File: src/rtl/prog_lut.sv
// prog_lut: run-time programmable lookup table.
// The table has one synchronous write port, NUM_RD independent registered
// read channels, and a sweep-clear engine that writes INIT_VAL to every
// entry, one entry per cycle.
module prog_lut #(
  parameter int unsigned          ADDR_W   = 3,
  parameter int unsigned          DATA_W   = 4,
  parameter int unsigned          NUM_RD   = 2,
  parameter logic [DATA_W-1:0]    INIT_VAL = '0
) (
  input  logic                       clk,
  input  logic                       rst_n,
  input  logic                       wr_en,
  input  logic [ADDR_W-1:0]          wr_addr,
  input  logic [DATA_W-1:0]          wr_data,
  output logic                       wr_err,
  input  logic                       clr_req,
  output logic                       busy,
  input  logic [NUM_RD-1:0]          rd_en,
  input  logic [NUM_RD*ADDR_W-1:0]   rd_addr,
  output logic [NUM_RD*DATA_W-1:0]   rd_data,
  output logic [NUM_RD-1:0]          rd_valid
);

  localparam int unsigned DEPTH = 1 << ADDR_W;

  // The sweep ends on the all-ones address (DEPTH-1), never on DEPTH.
  localparam logic [ADDR_W-1:0] CNT_LAST = {ADDR_W{1'b1}};
  localparam logic [ADDR_W-1:0] CNT_ONE  = {{(ADDR_W-1){1'b0}}, 1'b1};

  localparam logic [0:0] S_IDLE  = 1'b0;
  localparam logic [0:0] S_CLEAR = 1'b1;

  logic [DATA_W-1:0]        mem_q [DEPTH];
  logic [0:0]               state_q, state_d;
  logic [ADDR_W-1:0]        cnt_q, cnt_d;
  logic                     busy_q, busy_d;
  logic                     wr_err_q, wr_err_d;
  logic                     wr_ok_s;
  logic [NUM_RD*DATA_W-1:0] rd_data_q;
  logic [NUM_RD-1:0]        rd_valid_q;

  // Sweep FSM next state: IDLE starts a sweep on clr_req, CLEAR walks the counter to the last entry.
  always_comb begin
    state_d = state_q;
    cnt_d   = cnt_q;
    case (state_q)
      S_IDLE: begin
        if (clr_req) begin
          state_d = S_CLEAR;
          cnt_d   = {ADDR_W{1'b0}};
        end else begin
          state_d = S_IDLE;
          cnt_d   = cnt_q;
        end
      end
      S_CLEAR: begin
        // The counter wraps to zero naturally after the last entry.
        cnt_d = cnt_q + CNT_ONE;
        if (cnt_q == CNT_LAST) begin
          state_d = S_IDLE;
        end else begin
          state_d = S_CLEAR;
        end
      end
      default: begin
        state_d = S_IDLE;
        cnt_d   = {ADDR_W{1'b0}};
      end
    endcase
  end

  // Write arbitration: a write is accepted only in IDLE without a competing clear; otherwise it is flagged.
  always_comb begin
    if ((state_q == S_IDLE) && !clr_req) begin
      wr_ok_s  = wr_en;
      wr_err_d = 1'b0;
    end else begin
      wr_ok_s  = 1'b0;
      wr_err_d = wr_en;
    end
    busy_d = (state_d == S_CLEAR);
  end

  // Control registers: FSM state, sweep counter, busy and write-error flags.
  always_ff @(posedge clk or negedge rst_n) begin
    if (!rst_n) begin
      state_q  <= S_IDLE;
      cnt_q    <= {ADDR_W{1'b0}};
      busy_q   <= 1'b0;
      wr_err_q <= 1'b0;
    end else begin
      state_q  <= state_d;
      cnt_q    <= cnt_d;
      busy_q   <= busy_d;
      wr_err_q <= wr_err_d;
    end
  end

  // Table storage: reset loads every entry; the sweep writes one entry per cycle, else an accepted write lands.
  always_ff @(posedge clk or negedge rst_n) begin
    if (!rst_n) begin
      for (int k = 0; k < DEPTH; k++) begin
        mem_q[k] <= INIT_VAL;
      end
    end else if (state_q == S_CLEAR) begin
      mem_q[cnt_q] <= INIT_VAL;
    end else if (wr_ok_s) begin
      mem_q[wr_addr] <= wr_data;
    end
  end

  // Read channels: registered, and they see pre-edge contents so a same-edge write returns the old value.
  always_ff @(posedge clk or negedge rst_n) begin
    if (!rst_n) begin
      rd_data_q  <= '0;
      rd_valid_q <= '0;
    end else begin
      for (int i = 0; i < NUM_RD; i++) begin
        if (rd_en[i]) begin
          rd_data_q[i*DATA_W +: DATA_W] <= mem_q[rd_addr[i*ADDR_W +: ADDR_W]];
          rd_valid_q[i]                 <= 1'b1;
        end else begin
          rd_valid_q[i]                 <= 1'b0;
        end
      end
    end
  end

  assign wr_err   = wr_err_q;
  assign busy     = busy_q;
  assign rd_data  = rd_data_q;
  assign rd_valid = rd_valid_q;

endmodule

File: config.mk
export PLATFORM = sky130hd
export DESIGN_NAME = prog_lut
export DESIGN_NICKNAME = d
export VERILOG_FILES = /design/src/rtl/prog_lut.sv
export SDC_FILE = /design/constraint.sdc
export NUM_CORES = 1
export LEC_CHECK = 0
export CAP_MARGIN = 20
export CORE_UTILIZATION = 35
export DETAILED_ROUTE_END_ITERATION = 10
export SLEW_MARGIN = 20
export SYNTH_ARGS = -nofsm -noshare
export SYNTH_HDL_FRONTEND = slang
export SYNTH_SLANG_ARGS = --single-unit
File: constraint.sdc
create_clock -name clk -period 2 [get_ports clk]
set_clock_uncertainty 0.15 [all_clocks]
set_input_delay 0.6 -clock clk [delete_from_list [all_inputs] [get_ports clk]]
set_output_delay 0.6 -clock clk [all_outputs]
set_load 0.01 [all_outputs]
==> metrics.txt, run 1 <==
origin of the critical flop-to-flop path busy$_DFF_PN0_; port bufs 30; num rows 30; routed wirelength normalized by instance count 16.14 µm; total power per unit cell area 1010 mW/mm²; Worst Tran Pin Value 490.9 ps; number of buffers inserted by post-CTS setup repair 0; vias in the first global route 1840; total wire length after detailed routing 5890 µm; kind of start point of the critical path register; max capacitance violation total 0; violation count after the first detailed-route iteration 80; number of ports placed on the die boundary 31; via/cell ratio 5.055; required time of the worst setup path 1250 ps; maximum net fanout on the critical path 2; reg-to-reg setup timing slack 230 ps; clock slew at reported path FFs 90 ps; Vert. Die Dim 87.48 µm; starting utilization of the core area 0.3683; setup_tns 0 ps; P_leak 1.429 nW; wire length of the first global-routing pass 9618 µm; endpoint of the most critical register-to-register path mem_q[19]$_DFFE_PN0P_; peak per-stage delay on the critical path 540 ps; portion of netlist area occupied by mux cells 0.2549; critical-path cell list clkdlybuf4s50_1; type of the worst setup path reg -> out; worst-case clock buffer depth 2; share of final-layout standard cells stronger than drive strength 1 0.1487; XOR/XNOR Fraction of Synth Area 0; gp weighted congestion 0.7625; combinational family with the most area after synthesis multiplexers; total congestion overflow after global routing 0; TritonCTS clock tree done; adder and majority gate portion of the synthesized area 0.009785; setup repair after global routing missed its margin no; kind of cell with the highest combined delay on the critical path buffers and inverters; Achievable Freq 513.0 MHz; number of levels in the clock H-tree 2; width of the die 87.48 µm; Mapped Nets 245; mean cell area of the mapped netlist 11.42 µm²; CTS buffer count 5; share of synthesized area occupied by flip-flops and latches 0.4599; Hold Buf Count CTS 0; detailed-router iteration count before antenna repair 4; antenna violation net count after detailed routing 0; cell accounting for the most synthesized area dfrtp_1; global router's overall resource usage 0.1689; # diodes 0; post-layout utilization of the core 0.4582; commonest cells in the synthesized netlist 64 x mux2i_1, 47 x dfrtp_1, 33 x nand2_1; dominant synthesized flop cell dfrtp_1; root buffer selected by CTS clkbuf_8; Die ar. 0.007653 mm²; antenna violations before repair 0; Post-synth EDFFs 0; final setup fails 0; total half-perimeter wirelength after legalization and detailed placement 4424 µm; via count 1845; share of the synthesized area in the top cell type 0.4599; fraction of synthesis flops using an asynchronous set or reset pin 1.000; source-to-sink clock delay at the later pin of the worst-skew pair 300 ps; drt drc 0; area of all sequential standard cells 0.001176 mm²; summed instance area of the synthesized netlist 0.002557 mm²; gate count after technology mapping 224; share of the synthesized area in compound gates (AO/OA/AOI/OAI) 0.08317; post-route clock period utilization 0.9746; final std cells w/o fill 365; footprint of the multi-input gates 0.001316 mm²; number of inserted filler cells in the final layout 643; buffer and inverter count on the worst path 1; most instantiated library cell after synthesis mux2i_1; kind of end point of the critical path output port; simple-gate share of the synthesized area 0.1668; Area Overhead vs Synth 24.41%; # clock sinks 47; cell types occupying the most area after synthesis dfrtp_1 46%, mux2i_1 25%, nand2_1 4.8%, a22oi_1 4.7%, nor2b_1 3.2%; Slowest cell on crit path clkdlybuf4s50_1; slew margin rel. 0.6728; maximum number of pins on one net before global-route repair 21; final period demand of the worst path 1949 ps; Max IR drop VDD 0.4628 mV; status finished clean; count of cell types in the netlist 31; warnings from Yosys 0; min-delay worst type in -> async; Final Max Tran Viols 0; NumNets Final 289; Worst Reg-to-Reg Cells 4; number of synthesized register bits 47; Worst Hold Margin 97.05 ps; CORE AREA 0.006944 mm²; number of failing hold endpoints at the final stage 0; total power draw 3.214 mW; Crit path arrival time 1200 ps; number of instances in the placed design 357
kinds of logic after synthesis:
| kind of cell | count (synthesis) |
|---|---|
| compound gates | 27 |
| fa+ha+maj | 2 |
| simple gates | 72 |
| mux | 65 |
| buf+inv | 11 |
| flops | 47 |
registers in the layout (all words and copies together) (netlist names):
name / flops
rd_data: 8
cnt_q: 3
busy: 1
wr_err: 1
rd_valid: 2
mem_q: 32
power breakdown:
part / switching (mW) / internal [mW]
clock: 0.337 / 0.411
combinational: 0.466 / 0.519
sequential: 0.275 / 1.21
total: 1.08 / 2.14
stage by stage:
step	cell area [µm²]	setup WS, ps
after global placement	3053	-266.3
after CTS	3174	29.76
after floorplan	2557	270.9
after global routing	3182	5.498
after detailed placement	3053	-294.2
final	3182	50.75
area by class of cell:
cell class | instances | share of cell area
multi-input combinational | 166 | 0.4137
sequential | 47 | 0.3696
timing repair buffer | 44 | 0.1361
tap | 96 | 0.03775
clock buffer | 6 | 0.02595
clock inverter | 2 | 0.01219
inverter | 4 | 0.004719
worst max-delay path by stage:
stage	start	to	slack, ps	cells after the start
finish	rd_data[5]$_DFFE_PN0P_	rd_data[5]	50	1
global route	rd_data[5]$_DFFE_PN0P_	rd_data[5]	5	1
CTS	rd_data[5]$_DFFE_PN0P_	rd_data[5]	30	1
detailed placement	wr_addr[0]	mem_q[19]$_DFFE_PN0P_	-290	4
global placement	wr_addr[0]	mem_q[18]$_DFFE_PN0P_	-270	4
floorplan	clr_req	mem_q[16]$_DFFE_PN0P_	270	3
cell usage in the layout (no fill, tap or decap), types with 2 or more instances in the layout:
cell type        netlist  final
ha_1                   2      2
nor2_2                 2      2
nand2_1               33     33
nand4b_1               3      3
mux2i_1               64     64
a31o_2                 8      8
nor3_4                 2      2
nor2_1                 3      3
nor2b_1               13     13
dlymetal6s2s_1         0      3
nand3_1                2      2
nor2_4                 2      2
buf_12                 0      2
nand4bb_1              2      2
a22oi_1               16     16
clkdlybuf4s50_1        0     26
inv_1                  4      4
dfrtp_1               47     47
buf_4                  4     12
a22o_1                 2      2
and2_1                 2      2
clkbuf_8               0      6
per-layer routing:
metal / vias up / share of wire / global-route usage
met5: - / 0 / 0
met4: 0 / 0.016 / 0.05216
met3: 9 / 0.038 / 0.03507
met2: 40 / 0.43 / 0.2621
met1: 891 / 0.52 / 0.2357
li1: 905 / - / -
repair_timing:
action                                 in CTS  in global routing
endpoints found under the hold margin       0                  0
gates resized for setup                     0                  3
setup endpoints to repair                   0                  5
Power figures use the tool's default switching activity.
==> inputs of run 2 (changes only) <==
--- a/config.mk
+++ b/config.mk
@@ -7,7 +7,9 @@
 export LEC_CHECK = 0
 export CAP_MARGIN = 20
 export CORE_UTILIZATION = 35
+export CTS_BUF_LIST = sky130_fd_sc_hd__clkbuf_2 sky130_fd_sc_hd__clkbuf_4 sky130_fd_sc_hd__clkbuf_8
 export DETAILED_ROUTE_END_ITERATION = 10
+export SKIP_CTS_REPAIR_TIMING = 1
 export SLEW_MARGIN = 20
 export SYNTH_ARGS = -nofsm -noshare
 export SYNTH_HDL_FRONTEND = slang
==> results of run 2 <==
Same layout as run 1: the final DEF is identical, and so are final timing and power.
==> inputs of run 3 (changes only) <==
--- a/config.mk
+++ b/config.mk
@@ -6,6 +6,7 @@
 export NUM_CORES = 1
 export LEC_CHECK = 0
 export CAP_MARGIN = 20
+export CORE_MARGIN = 2
 export CORE_UTILIZATION = 35
 export CTS_BUF_LIST = sky130_fd_sc_hd__clkbuf_2 sky130_fd_sc_hd__clkbuf_4 sky130_fd_sc_hd__clkbuf_8
 export DETAILED_ROUTE_END_ITERATION = 10
@@ -14,3 +15,4 @@
 export SYNTH_ARGS = -nofsm -noshare
 export SYNTH_HDL_FRONTEND = slang
 export SYNTH_SLANG_ARGS = --single-unit
+export TNS_END_PERCENT = 5
==> metrics.txt, run 3 (synthesis results as in run 1) <==
number of flip-flops under the largest register name 32; final std cells w/o fill 369; kind of cell with the highest combined delay on the critical path buffers and inverters; NumNets Final 290; detailed-router iteration count before antenna repair 4; total power draw 3.060 mW; root buffer selected by CTS clkbuf_8; required time of the worst setup path 1250 ps; via count 1864; antenna violations before repair 0; P_leak 1.426 nW; maximum net fanout on the critical path 2; final instance area 0.003173 mm²; reg-to-reg setup timing slack 210 ps; Crit path arrival time 1190 ps; Max IR drop VDD 0.5513 mV; buffer and inverter count on the worst path 1; area of placed instances 0.003069 mm²; kind of start point of the critical path register; wire length of the first global-routing pass 9798 µm; final setup fails 0; port bufs 30; share of final-layout standard cells stronger than drive strength 1 0.1519; most common cell after layout, fill and taps aside mux2i_1; peak per-stage delay on the critical path 540 ps; width of the die 89.48 µm; Slowest cell on crit path clkdlybuf4s50_1; vias in the first global route 1830; most used cells in the layout excluding fill and tap cells 64 x mux2i_1, 47 x dfrtp_1, 33 x nand2_1, 26 x clkdlybuf4s50_1, 16 x a22oi_1; routing usage on met1 0.2425; total congestion overflow after global routing 0; final period demand of the worst path 1940 ps; source-to-sink clock delay at the later pin of the worst-skew pair 300 ps; num rows 31; met3 routing resource usage after global routing 0.03047; CTS buffer count 5; Worst Hold Margin 105.4 ps; register ranked first by flip-flop count mem_q; setup_tns 0 ps; total power per unit cell area 964.4 mW/mm²; Area Overhead vs Synth 24.07%; number of failing hold endpoints at the final stage 0; worst setup slack before clock tree synthesis -301.5 ps; routed wirelength normalized by instance count 15.76 µm; max capacitance violation total 0; drt drc 0; total wire length after detailed routing 5814 µm; number of ports placed on the die boundary 31; routing usage on met2 0.2471; type of the worst setup path reg -> out; CORE AREA 0.007176 mm²; critical-path cell list clkdlybuf4s50_1; Achievable Freq 515.4 MHz; worst-case clock buffer depth 2; starting utilization of the core area 0.3564; number of levels in the clock H-tree 2; origin of the critical flop-to-flop path busy$_DFF_PN0_; worst setup path startpoint rd_data[3]$_DFFE_PN0P_; final setup margin 59.88 ps; slew margin rel. 0.7588; maximum number of pins on one net before global-route repair 48; TritonCTS clock tree done; gp weighted congestion 0.8106; global router's overall resource usage 0.1633; kind of end point of the critical path output port; post-route clock period utilization 0.9701; number of inserted filler cells in the final layout 699; violation count after the first detailed-route iteration 104; number of instances in the placed design 360; routing layer with the top usage in global route met2; post-layout utilization of the core 0.4422; Die ar. 0.008007 mm²; clock slew at reported path FFs 90 ps; setup repair after global routing missed its margin no; # clock sinks 47; min-delay worst type in -> async; # diodes 0; total half-perimeter wirelength after legalization and detailed placement 4337 µm; Worst Tran Pin Value 361.4 ps; Vert. Die Dim 89.48 µm; Final Max Tran Viols 0; status finished clean; antenna violation net count after detailed routing 0; via/cell ratio 5.051
## run 3: path summary, 6_finish.rpt
| check | end | depth (start not counted) |
|---|---|---|
| setup / recovery | rd_data[3] | 1 |
| hold / removal | rd_data[1]$_DFFE_PN0P_ | 2 |
| setup reg to reg | mem_q[2]$_DFFE_PN0P_ | 5 |
| hold reg to reg | mem_q[5]$_DFFE_PN0P_ | 2 |
| max in group asynchronous | mem_q[10]$_DFFE_PN0P_ | 2 |
| min in group clk | mem_q[5]$_DFFE_PN0P_ | 2 |
## run 3: area by class of cell
class,instances,area [µm²],area share
Multi-Input combinational cell,166,1316,0.4148
Clock buffer,7,83.83,0.02642
Timing Repair Buffer,45,452.9,0.1427
Inverter,4,15.01,0.004732
Clock inverter,1,5.005,0.001577
Tap cell,99,123.9,0.03904
Sequential cell,47,1176,0.3707
## run 3: report_power, final
part	internal (mW)	total, mW	switching (mW)
clock	0.274	0.599	0.325
sequential	1.21	1.47	0.269
combinational	0.526	0.987	0.461
## run 3: per-layer routing
layer,vias to the layer above,part of all wire
met1,914,0.51
met5,-,0
li1,903,-
met3,5,0.044
met4,0,0.0081
met2,42,0.44
